## src/rtl/freq_buffer_ctrl.sv

```systemverilog
// Ping-pong write/read controller for a two-bank frequency-frame buffer.
// Owns bank ownership, per-bank frame length, write addressing and ready-latency-1 read-out framing.
module freq_buffer_ctrl #(
  parameter int  TOT_SIZE = 2048,
  localparam int ADDR_W   = $clog2(TOT_SIZE)
) (
  input  logic              clk,
  input  logic              reset,
  input  logic              sink_sop,
  input  logic              sink_eop,
  input  logic              sink_valid,
  output logic              wr_en,
  output logic              wr_bank,
  output logic [ADDR_W-1:0] wr_addr,
  output logic              rd_en,
  output logic              rd_bank,
  output logic [ADDR_W-1:0] rd_addr,
  input  logic              source_ready,
  output logic              source_valid,
  output logic              source_sop,
  output logic              source_eop,
  output logic [1:0]        bank_full,
  output logic              err_overflow,
  output logic              err_drop
);

  localparam int                LEN_W    = ADDR_W + 1;
  localparam logic [LEN_W-1:0]  FULL_LEN = LEN_W'(TOT_SIZE);

  typedef enum logic [1:0] {W_IDLE, W_FILL, W_DROP} w_state_t;
  typedef enum logic       {R_IDLE, R_READ}         r_state_t;

  w_state_t          w_state, w_state_n;
  r_state_t          r_state, r_state_n;

  logic              w_bank_q, w_bank_n;
  logic [LEN_W-1:0]  w_cnt_q, w_cnt_n;        // entries written so far in the current frame
  logic [LEN_W-1:0]  len_q [2];
  logic [1:0]        bank_full_q, bank_full_n;
  logic [1:0]        set_full, release_vec, free_vec;
  logic              older_q, older_n;
  logic              rd_bank_q;
  logic [ADDR_W-1:0] rd_addr_q;

  logic              rd_en_c, rd_last, release_en, oldest_bank;
  logic              have_free, free_bank;
  logic              wr_en_c, wr_bank_c, ovf_c, drop_c, fr_done;
  logic [ADDR_W-1:0] wr_addr_c;
  logic [LEN_W-1:0]  fr_len;

  // Read-side decode; the final read releases its bank to the writer in the same cycle.
  always_comb begin
    rd_en_c     = (r_state == R_READ) && source_ready;
    rd_last     = ({1'b0, rd_addr_q} == (len_q[rd_bank_q] - LEN_W'(1)));
    release_en  = rd_en_c && rd_last;
    release_vec = '0;
    if (release_en) release_vec[rd_bank_q] = 1'b1;
    free_vec    = ~bank_full_q | release_vec;
    have_free   = |free_vec;
    free_bank   = ~free_vec[0];
    oldest_bank = (bank_full_q == 2'b11) ? older_q : bank_full_q[1];
  end

  // Write FSM outputs (combinational from inputs and write state)
  always_comb begin
    // NOTE: every always_comb output gets a default first so no path leaves it unassigned (no latches).
    wr_en_c   = 1'b0;
    wr_bank_c = w_bank_q;
    wr_addr_c = '0;
    ovf_c     = 1'b0;
    drop_c    = 1'b0;
    fr_done   = 1'b0;
    fr_len    = '0;
    if (sink_valid) begin
      if (sink_sop && (w_state != W_FILL)) begin
        if (have_free) begin
          wr_en_c   = 1'b1;
          wr_bank_c = free_bank;
          if (sink_eop) begin
            fr_done = 1'b1;
            fr_len  = LEN_W'(1);
          end
        end else begin
          drop_c = 1'b1;
        end
      end else if (w_state == W_FILL) begin
        if (sink_sop) begin
          wr_en_c = 1'b1;
          if (sink_eop) begin
            fr_done = 1'b1;
            fr_len  = LEN_W'(1);
          end
        end else if (w_cnt_q < FULL_LEN) begin
          wr_en_c   = 1'b1;
          wr_addr_c = w_cnt_q[ADDR_W-1:0];
          if (sink_eop) begin
            fr_done = 1'b1;
            fr_len  = w_cnt_q + LEN_W'(1);
          end
        end else begin
          ovf_c = 1'b1;
          if (sink_eop) begin
            fr_done = 1'b1;
            fr_len  = FULL_LEN;
          end
        end
      end
    end
  end

  // Write FSM next state and fill bookkeeping
  always_comb begin
    w_state_n = w_state;
    w_bank_n  = w_bank_q;
    w_cnt_n   = w_cnt_q;
    if (wr_en_c) begin
      w_bank_n = wr_bank_c;
      w_cnt_n  = {1'b0, wr_addr_c} + LEN_W'(1);
    end
    if (sink_valid) begin
      if (sink_eop)
        w_state_n = W_IDLE;
      else if (sink_sop)
        w_state_n = ((w_state == W_FILL) || have_free) ? W_FILL : W_DROP;
    end
  end

  // Bank ownership: a completion wins over a same-cycle release of the same bank.
  always_comb begin
    set_full = '0;
    if (fr_done) set_full[wr_bank_c] = 1'b1;
    bank_full_n = (bank_full_q & ~release_vec) | set_full;
    older_n     = older_q;
    if (fr_done)
      older_n = (bank_full_q[!wr_bank_c] && !release_vec[!wr_bank_c]) ? !wr_bank_c : wr_bank_c;
  end

  always_ff @(posedge clk) begin
    // NOTE: state registers use non-blocking assignments so every flop samples pre-edge values.
    if (reset) begin
      w_state     <= W_IDLE;
      w_bank_q    <= 1'b0;
      w_cnt_q     <= '0;
      bank_full_q <= '0;
      older_q     <= 1'b0;
    end else begin
      w_state     <= w_state_n;
      w_bank_q    <= w_bank_n;
      w_cnt_q     <= w_cnt_n;
      bank_full_q <= bank_full_n;
      older_q     <= older_n;
    end
  end

  // NOTE: frame lengths are not reset; a length is always written before its bank_full bit rises.
  always_ff @(posedge clk) begin
    if (fr_done) len_q[wr_bank_c] <= fr_len;
  end

  // Read FSM state register
  always_ff @(posedge clk) begin
    if (reset) r_state <= R_IDLE;
    else       r_state <= r_state_n;
  end

  // Read FSM next state
  always_comb begin
    r_state_n = r_state;
    case (r_state)
      R_IDLE:  if (|bank_full_q) r_state_n = R_READ;
      R_READ:  if (release_en)   r_state_n = R_IDLE;
      default: r_state_n = R_IDLE;
    endcase
  end

  // Read addressing and output framing, one cycle behind the memory read strobe
  always_ff @(posedge clk) begin
    if (reset) begin
      rd_bank_q    <= 1'b0;
      rd_addr_q    <= '0;
      source_valid <= 1'b0;
      source_sop   <= 1'b0;
      source_eop   <= 1'b0;
    end else begin
      if (r_state == R_IDLE) begin
        rd_addr_q <= '0;
        if (|bank_full_q) rd_bank_q <= oldest_bank;
      end else if (rd_en_c) begin
        rd_addr_q <= rd_last ? '0 : rd_addr_q + ADDR_W'(1);
      end
      source_valid <= rd_en_c;
      source_sop   <= rd_en_c && (rd_addr_q == '0);
      source_eop   <= release_en;
    end
  end

  assign wr_en        = wr_en_c & ~reset;
  assign wr_bank      = wr_bank_c & ~reset;
  assign wr_addr      = wr_addr_c & {ADDR_W{~reset}};
  assign err_overflow = ovf_c & ~reset;
  assign err_drop     = drop_c & ~reset;
  assign rd_en        = rd_en_c & ~reset;
  assign rd_bank      = rd_bank_q;
  assign rd_addr      = rd_addr_q;
  assign bank_full    = bank_full_q;

endmodule
```

## config.mk

```make
export PLATFORM = sky130hd
export DESIGN_NAME = freq_buffer_ctrl
export DESIGN_NICKNAME = d
export VERILOG_FILES = /design/src/rtl/freq_buffer_ctrl.sv
export SDC_FILE = /design/constraint.sdc
export NUM_CORES = 1
export LEC_CHECK = 0
export BUFFER_PORTS_ARGS = -buffer_cell sky130_fd_sc_hd__clkbuf_2
export CORE_UTILIZATION = 45
export DETAILED_ROUTE_END_ITERATION = 12
export PLACE_DENSITY = 0.65
export REMOVE_ABC_BUFFERS = 1
export SKIP_LAST_GASP = 1
export SLEW_MARGIN = 0
export SYNTH_ARGS = -nofsm -noshare
export SYNTH_HDL_FRONTEND = slang
export SYNTH_SLANG_ARGS = --single-unit
```

## constraint.sdc

```tcl
create_clock -name clk -period 3 [get_ports clk]
set_input_delay 0.45 -clock clk [delete_from_list [all_inputs] [get_ports clk]]
set_output_delay 0.45 -clock clk [all_outputs]
set_load 0.005 [all_outputs]
```

==> results.md, run 1 <==
* CTS tree: yes
* GRT met1 Usage at 24.6%
* Multi-input logic area at 1980 µm²
* Largest net degree at the start of global routing at 19
* Max FO, Critical Path at 13
* R2R setup slack at -0.20 ns
* Critical path endpoint category: output pin
* Detail Route Antenna Nets at 0
* FMAX at 285 MHz
* Worst-margin pin slew at 0.457 ns
* Fin Setup TNS at -7.17 ns
* Met3 global-route usage at 4.52%
* RSZ-0062 raised after global routing: yes
* Async SR Flop Fraction at 0%
* DR iter-0 viols at 62
* Final period util at 117%
* # fillers at 622
* Mapped cell area at 3440 µm²
* GP Congestion at 0.773
* Sequential cell area at 1430 µm²
* Final Util at roughly 62%
* Hold Path Class: input pin to flop
* Final hold slack at 0.402 ns
* Post-synth top flop: dfxtp_1
* Clock Latency Late Sink at 0.35 ns
* Area post-placement at 4070 µm²
* Vias in the first global route at 2808
* Worst Hold Launch: source_ready
* Post-Synthesis Cells at 373
* Num CTS Buffers at 9
* DRT Wirelength at 8310 µm
* Clock slew at reported path FFs at 0.07 ns
* Commonest non-fill, non-tap cells in the layout: buf_4, nor2_1, clkbuf_2
* First-pass GRT wire length at 13000 µm
* DR WL/cell at 14.4 µm
* Crit path time final at 3.51 ns
* Synthesis-stage register bit count at 59
* Pwr/cell area at about 390 nW/µm²
* Gr busiest metal: met2
* VDD IR max at 289 µV
* CP Class: flop to output pin
* Yosys top cell area share at 21.0%
* Fin. max-slew vios at 0
* DR pass1 iterations at 4
* Mean Syn Cell Area at 9.22 µm²
* Pre-CTS setup slack at -0.515 ns
* Ant diodes at 0
* Total die area at 8000 µm²
* FP Rows at 31
* Chip Height at 89.4 µm
* Setup WS post-layout at -0.512 ns
* Total core area at approximately 7300 µm²
* Setup Skew at 0.0101 ns
* Failing checks: negative setup slack
* Chip Width at 89.4 µm
* Final Non-Filler Cells at 578
* Vias per inst at 5.23
* IO buf count at 38
* Deepest clock path buffer count at 2
* Max-cap viol count at 0
* Final setup violation count at 43
* Remaining global-route overflow at 0
* Fraction of layout cells with a size suffix above 1 at approximately 33%
* Critical Path Sink: wr_bank
* Placed insts at 544
* Residual DRC count at 0
* Req. time, crit path at 2.55 ns
* Initial cell density of the core at 46.9%
* Post-synth cell types at 57
* Ranking of synthesized cells by area: edfxtp_1, dfxtp_1, nor2_1
* R2R Path End: len_q[0][7]
* Leakage power at 1.72 nW
* Dpl hpwl at 5950 µm
* DR vias at 3024
* Power Total at approximately 1.8 mW
* Clock Sinks at 59
* Most common cell after layout, fill and taps aside: buf_4
* Final hold vios at 0
* Outcome: finished, violations left
* Synth area leader: edfxtp_1
* Reg2reg path depth at 12
* Max_slew headroom at 69.4%
* Antenna violations before repair at 0
* Met2 GRT Util at 39.6%
* H-tree depth at 3
* Seq/Total Area, Yosys at 41.3%
* I/O pin total at 39
* Clk root buf: clkbuf_8
* Critical path data arrival time at 3.06 ns
* Startpoint Class: flop
* Layout area overhead at 31.8%
* Post-route cell area at approximately 4500 µm²
* # nets final at 485
* YS warnings at 0
* Post-synth EDFFs at 24
* Hold buffer count at cts at 0
* Gr usage total at roughly 22%
-- area by class of cell --
class / instances / share of cell area (%)
Clock inverter: 6 / 1.96
Clock buffer: 10 / 2.82
Multi-Input combinational cell: 285 / 43.8
Tap cell: 99 / 2.73
Sequential cell: 59 / 31.4
Inverter: 11 / 0.911
Timing Repair Buffer: 108 / 16.4
-- cells by family after synthesis --
| kind of cell | after synthesis | synth area share (%) |
|---|---|---|
| AO/OA/AOI/OAI | 52 | 11.5 |
| XOR/XNOR | 35 | 8.91 |
| adder cells (fa/ha/maj) | 5 | 1.82 |
| buffers and inverters | 30 | 4.04 |
| flip-flops | 59 | 41.3 |
| multiplexers | 18 | 5.31 |
| AND/OR/NAND/NOR | 174 | 27.1 |
-- report_power, final --
part	switching (mW)	internal [mW]	leakage [nW]
Clock	0.340	0.469	0.103
Sequential	0.00981	0.839	0.504
Combinational	0.0630	0.0573	1.11
-- synthesized netlist by cell type (all sizes together), types with 8 or more instances --
master / instances
mux2i: 16
a21oi: 11
clkbuf: 12
and2: 15
edfxtp: 24
dfxtp: 35
nand3: 17
nor2: 51
inv: 11
nor3: 15
nand2: 21
xnor2: 20
xor2: 15
o21ai: 8
-- worst max-delay path, cell delays in order (launching register included) --
cell and delay [ns]:
dfxtp_4 0.41, or3b_4 0.39, a222oi_1 0.33, buf_4 0.20, a21oi_2 0.06, nor4_2 0.33, nand3_1 0.17, or2_4 0.31
o311ai_4 0.29, nor2_1 0.09, clkbuf_2 0.13
-- what timing repair did --
action                                  in CTS  in global routing
endpoints found under the hold margin        0                  0
pin swaps                                    8                 11
gates cloned                                 0                  1
endpoints found under the setup margin      54                 56
gates resized for setup                     19                 15
buffers inserted                            15                  4
-- sequential cells by signal, indices dropped and copies added (netlist names), named ones only --
| register | count |
|---|---|
| source_sop | 1 |
| source_eop | 1 |
| older_q | 1 |
| len_q | 24 |
| bank_full | 2 |
| w_state | 2 |
| rd_addr | 11 |
| w_bank_q | 1 |
| source_valid | 1 |
| r_state | 1 |
| rd_bank | 1 |
| w_cnt_q | 12 |
-- how the worst min path moves through the flow --
stage                        end  slack [ns]  depth (start not counted)
floorplan             w_state[1]        0.42                          2
global placement      w_state[1]        0.44                          2
detailed placement    w_state[1]        0.45                          2
CTS                 source_valid        0.39                          3
global route        source_valid        0.42                          3
finish              source_valid        0.40                          3
-- routing by layer --
layer	share of wire, %	routed length, µm	vias up
met3	3.4	281	15
met5	0	0	-
met1	43	3540	1399
met2	52	4320	63
li1	-	-	1547
met4	2.0	166	0
Power figures use the tool's default switching activity.
==> inputs of run 2 (changes only) <==
- clock period: 3 -> 3.1 ns (I/O delays scaled with it)
==> results.md, run 2 (synthesis gave the netlist of run 1 again) <==
* DR iter-0 viols at 105
* RSZ-0062 raised after global routing: yes
* Max-cap viol count at 0
* Max FO, Critical Path at 4
* Clock slew at reported path FFs at 0.07 ns
* Power Total at 1.64 mW
* Setup Skew at 0.00716 ns
* Worst Hold Launch: source_ready
* Deepest clock path buffer count at 2
* Ant diodes at 0
* IO buf count at 38
* FP Rows at 31
* Placed insts at 538
* DRT Wirelength at between 8000 and 9000 µm
* Max_slew headroom at 67.2%
* Final Non-Filler Cells at 565
* Pre-CTS setup slack at -0.286 ns
* Max incr delay on CP at roughly 0.42 ns
* Failing checks: negative setup slack
* R2R setup slack at 0.04 ns
* Gr usage total at between 20% and 30%
* Critical path data arrival time at 2.94 ns
* Fraction of layout cells with a size suffix above 1 at 30.3%
* Startpoint Class: flop
* Sequential cell area at 1430 µm²
* Outcome: finished, violations left
* Layout area overhead at 27.9%
* Multi-input logic area at 1980 µm²
* Chip Width at 89.4 µm
* Worst path buffer plus inverter count at 3
* Worst-margin pin slew at 0.492 ns
* Largest reg by FF count: len_q
* Pwr/cell area at around 370 nW/µm²
* Largest net degree at the start of global routing at 19
* DR pass1 iterations at 4
* I/O pin total at 39
* Chip Height at 89.4 µm
* Vias per inst at 5.25
* # fillers at 630
* Antenna violations before repair at 0
* DR WL/cell at 14.5 µm
* Largest register FFs at 24
* Worst path top cell family by delay: simple AND/OR/NAND/NOR gates
* Crit path top cell by count: a21oi_4
* H-tree depth at 3
* # nets final at 472
* Total die area at between 7000 and 8000 µm²
* Hold EP: source_valid
* Clk root buf: clkbuf_8
* Clock Latency Late Sink at between 0.3 and 0.4 ns
* Reg2reg path depth at 11
* Slowest cell on the critical path: or3b_1
* Critical path endpoint category: output pin
* Dpl hpwl at 5910 µm
* CTS tree: yes
* DR vias at about 3000
* Num CTS Buffers at 9
* Remaining global-route overflow at 0
* Hold Path Class: input pin to flop
* CP Class: flop to output pin
* Initial cell density of the core at around 47%
* FMAX at 294 MHz
* Most common cell after layout, fill and taps aside: buf_4
* GP Congestion at 0.864
* Crit-path cells: or3b_1, a222oi_1, buf_4, a21oi_4, nor4_4, nand3_1, or2_4, buf_6, a21oi_4, nor2b_1, clkbuf_2
* R2R Path End: len_q[1][7]
* Leakage power at 1.63 nW
* Reg2reg start: len_q[1][3]
* Final hold vios at 0
* Final hold slack at 0.423 ns
* Commonest non-fill, non-tap cells in the layout: buf_4, nor2_1, clkbuf_2
* Clock Sinks at 59
* Fin. max-slew vios at 0
* Vias in the first global route at ~2800
* Final setup violation count at 3
* Residual DRC count at 0
* Total core area at 7330 µm²
* Hold buffer count at cts at 0
* Crit path time final at 3.41 ns
* Req. time, crit path at 2.63 ns
* First-pass GRT wire length at 13100 µm
* Final period util at 110%
* VDD IR max at around 210 µV
* Detail Route Antenna Nets at 0
* Setup WS post-layout at -0.306 ns
* Hold Path Cell Cnt at 3
-- run 2: changes by cell type in the layout (fill, tap and decap cells not counted), sizes merged --
| cell | before | now |
|---|---|---|
| buf | 71 | 57 |
| bufinv | 2 | 1 |
| clkbuf | 47 | 52 |
| clkinvlp | 2 | 0 |
| inv | 12 | 11 |
-- run 2: per-layer routing --
layer	up-vias	global-route usage [%]	wire length (µm)
li1	1522	-	-
met5	-	0	0
met3	13	3.42	232
met4	0	8.95	174
met2	58	38.7	4150
met1	1374	26.0	3630
-- run 2: power breakdown --
group          internal (mW)  total (mW)  switching [mW]
Clock                  0.415       0.711           0.296
Combinational         0.0486       0.108          0.0597
Sequential             0.813       0.822         0.00942
-- run 2: area by class of cell --
class	instances	area share, %
sequential	59	32.4
inverter	11	0.938
timing repair buffer	95	14.4
tap	99	2.81
multi-input combinational	285	45.0
clock inverter	2	0.796
clock buffer	14	3.70
-- run 2: repair_timing --
item | 4_1_cts | 5_1_grt
resized for setup | 17 | 10
setup endpoints to repair | 45 | 34
gates cloned | 0 | 1
pin swaps | 8 | 4
setup buffers | 12 | 1
-- run 2: how the worst max path moves through the flow --
stage,startpoint,end,slack [ns],cells past startpoint
4_1_cts,len_q[1][3],wr_en,-0.26,11
2_1_floorplan,flop,len_q[0][0],-0.75,8
5_1_grt,len_q[0][3],wr_en,-0.46,11
6_report,len_q[1][3],wr_en,-0.31,11
3_5_place_dp,flop,len_q[1][2],-0.29,10
3_3_place_gp,flop,len_q[1][5],-0.21,9
-- run 2: worst min-delay path, delay by kind of cell --
| family | cells | cell delay, ns |
|---|---|---|
| buffers and inverters | 1 | 0.10 |
| AND/OR/NAND/NOR | 2 | 0.13 |
-- run 2: stage by stage --
step                      TNS, ns  util [%]  area [µm²]
after floorplan            -22.90         -        3340
after global placement      -4.74      54.9        4020
after detailed placement    -7.12      54.9        4020
after CTS                  -0.696      59.7        4370
after global routing        -3.51      60.0        4400
final                      -0.867      60.0        4400
==> inputs of run 3 (changes only) <==
- SETUP_SLACK_MARGIN: unset -> 0.2
==> results.md, run 3 (synthesis gave the netlist of run 1 again) <==
* Outcome: finished, violations left
* Failing checks: negative setup slack
* CTS tree: yes
* Leakage power at about 1.7 nW
* DR vias at 3000
* Crit path time final at 3.40 ns
* Max_slew headroom at 66.2%
* Power Total at 1.66 mW
* Num CTS Buffers at 9
* Max FO, Critical Path at 4
* FP Rows at 31
* Clk root buf: clkbuf_8
* Clock Latency Late Sink at roughly 0.33 ns
* Residual DRC count at 0
* Deepest clock path buffer count at 2
* Setup Skew at 0.00704 ns
* Final setup violation count at 15
* Gr usage total at between 20% and 30%
* Final period util at 110%
* Layout area overhead at 32.1%
* Placed insts at between 500 and 600
* Chip Width at 89.4 µm
* Most common cell after layout, fill and taps aside: buf_4
* Fraction of layout cells with a size suffix above 1 at 32.2%
* Final hold slack at 0.423 ns
* DR iter-0 viols at a little over 90
* FMAX at between 200 and 300 MHz
* Crit path top cell by count: a21oi_4
* First-pass GRT wire length at 13400 µm
* Total core area at 7330 µm²
* Largest reg by FF count: len_q
* Crit-path cells: or3b_1, a222oi_1, buf_4, a21oi_4, nor4_4, nand3_1, or2_4, buf_6, a21oi_4, nor2b_1, clkbuf_2
* Chip Height at 89.4 µm
* H-tree depth at 3
* Largest net degree at the start of global routing at 19
* Req. time, crit path at 2.63 ns
* Total die area at 8000 µm²
* Post-route met1 wirelength at 3650 µm
* GP Congestion at 0.864
* Vias in the first global route at approximately 2800
* DRT Wirelength at 8430 µm
* Startpoint Class: flop
* Setup WS post-layout at -0.300 ns
* Fin. max-slew vios at 0
* # nets final at 481
* Commonest non-fill, non-tap cells in the layout: buf_4, nor2_1, clkbuf_2
* Initial cell density of the core at 46.9%
* Detail Route Antenna Nets at 0
* Ant diodes at 0
* DR WL/cell at 14.7 µm
* Critical path endpoint category: output pin
* Hold buffer count at cts at 0
* Top routing layer in use: met4
* Clock slew at reported path FFs at roughly 0.070 ns
* Vias per inst at 5.23
* Clock Sinks at 59
* Pre-CTS setup slack at -0.286 ns
* Dpl hpwl at between 5000 and 6000 µm
* Remaining global-route overflow at 0
* Met3 WL post-DR at 179 µm
* Final Non-Filler Cells at 574
* Worst-margin pin slew at 0.507 ns
* CP Class: flop to output pin
* DR pass1 iterations at 4
* Slowest cell on the critical path: or3b_1
* Max-cap viol count at 0
* VDD IR max at 233 µV
* Max incr delay on CP at around 0.42 ns
* IO buf count at 38
* Critical path data arrival time at 2.94 ns
* Hold Path Class: input pin to flop
* Pwr/cell area at 366 nW/µm²
* RSZ-0062 raised after global routing: yes
* Met2 routed WL at 4460 µm
* R2R setup slack at -0.09 ns
* Final hold vios at 0
* Worst path top cell family by delay: simple AND/OR/NAND/NOR gates
* I/O pin total at 39
* Largest register FFs at 24
* Worst path buffer plus inverter count at 3
* Antenna violations before repair at 0
## run 3: cell type report
type                       instances  area, µm²
timing repair buffer             104        749
tap                               99        124
clock inverter                     2       35.0
fill                             620       2790
sequential                        59       1430
inverter                          11       43.8
multi-input combinational        285       2000
clock buffer                      14        163
## run 3: timing repair
action,CTS,global route
setup buffers,16,2
setup endpoints to repair,56,56
pin swaps,10,7
gates resized for setup,27,10
gates cloned,1,1
endpoints found under the hold margin,0,0
## run 3: final timing paths
| kind | from | end | cells past startpoint |
|---|---|---|---|
| worst min-delay path | source_ready | source_valid | 3 |
| worst max register to register | len_q[1][3] | len_q[0][7] | 12 |
| worst max-delay path | len_q[1][3] | wr_en | 11 |
| worst min register to register | w_state[1] | w_state[1] | 2 |
## run 3: worst reg2reg max path: stages (launching register included)
cell	delay [ns]
edfxtp_1	0.40
or3b_1	0.42
a222oi_1	0.33
buf_4	0.19
a21oi_4	0.06
nor4_4	0.28
nand3_1	0.13
or2_4	0.28
o311ai_4	0.25
buf_4	0.17
buf_6	0.11
and2_4	0.15
buf_12	0.13
## run 3: layer usage
metal  up-vias  global-route usage, %
met5         -                      0
met4         0                   9.09
met3        12                   3.42
met2        42                   40.6
met1      1403                   26.2
li1       1543                      -
## run 3: through the flow
step,utilization [%],setup TNS (ns),instance area (µm²)
finish,62.0,-1.86,4540
detailed placement,54.9,-7.12,4020
floorplan,-,-22.90,3340
CTS,60.7,-0.718,4450
global placement,54.9,-4.74,4020
global route,62.0,-5.51,4540
## run 3: power by group
part / internal (mW) / leakage [nW] / switching, mW
registers: 0.813 / 0.504 / 0.00955
clock network: 0.415 / 0.101 / 0.297
logic: 0.0621 / 1.10 / 0.0644
total: 1.29 / 1.70 / 0.371
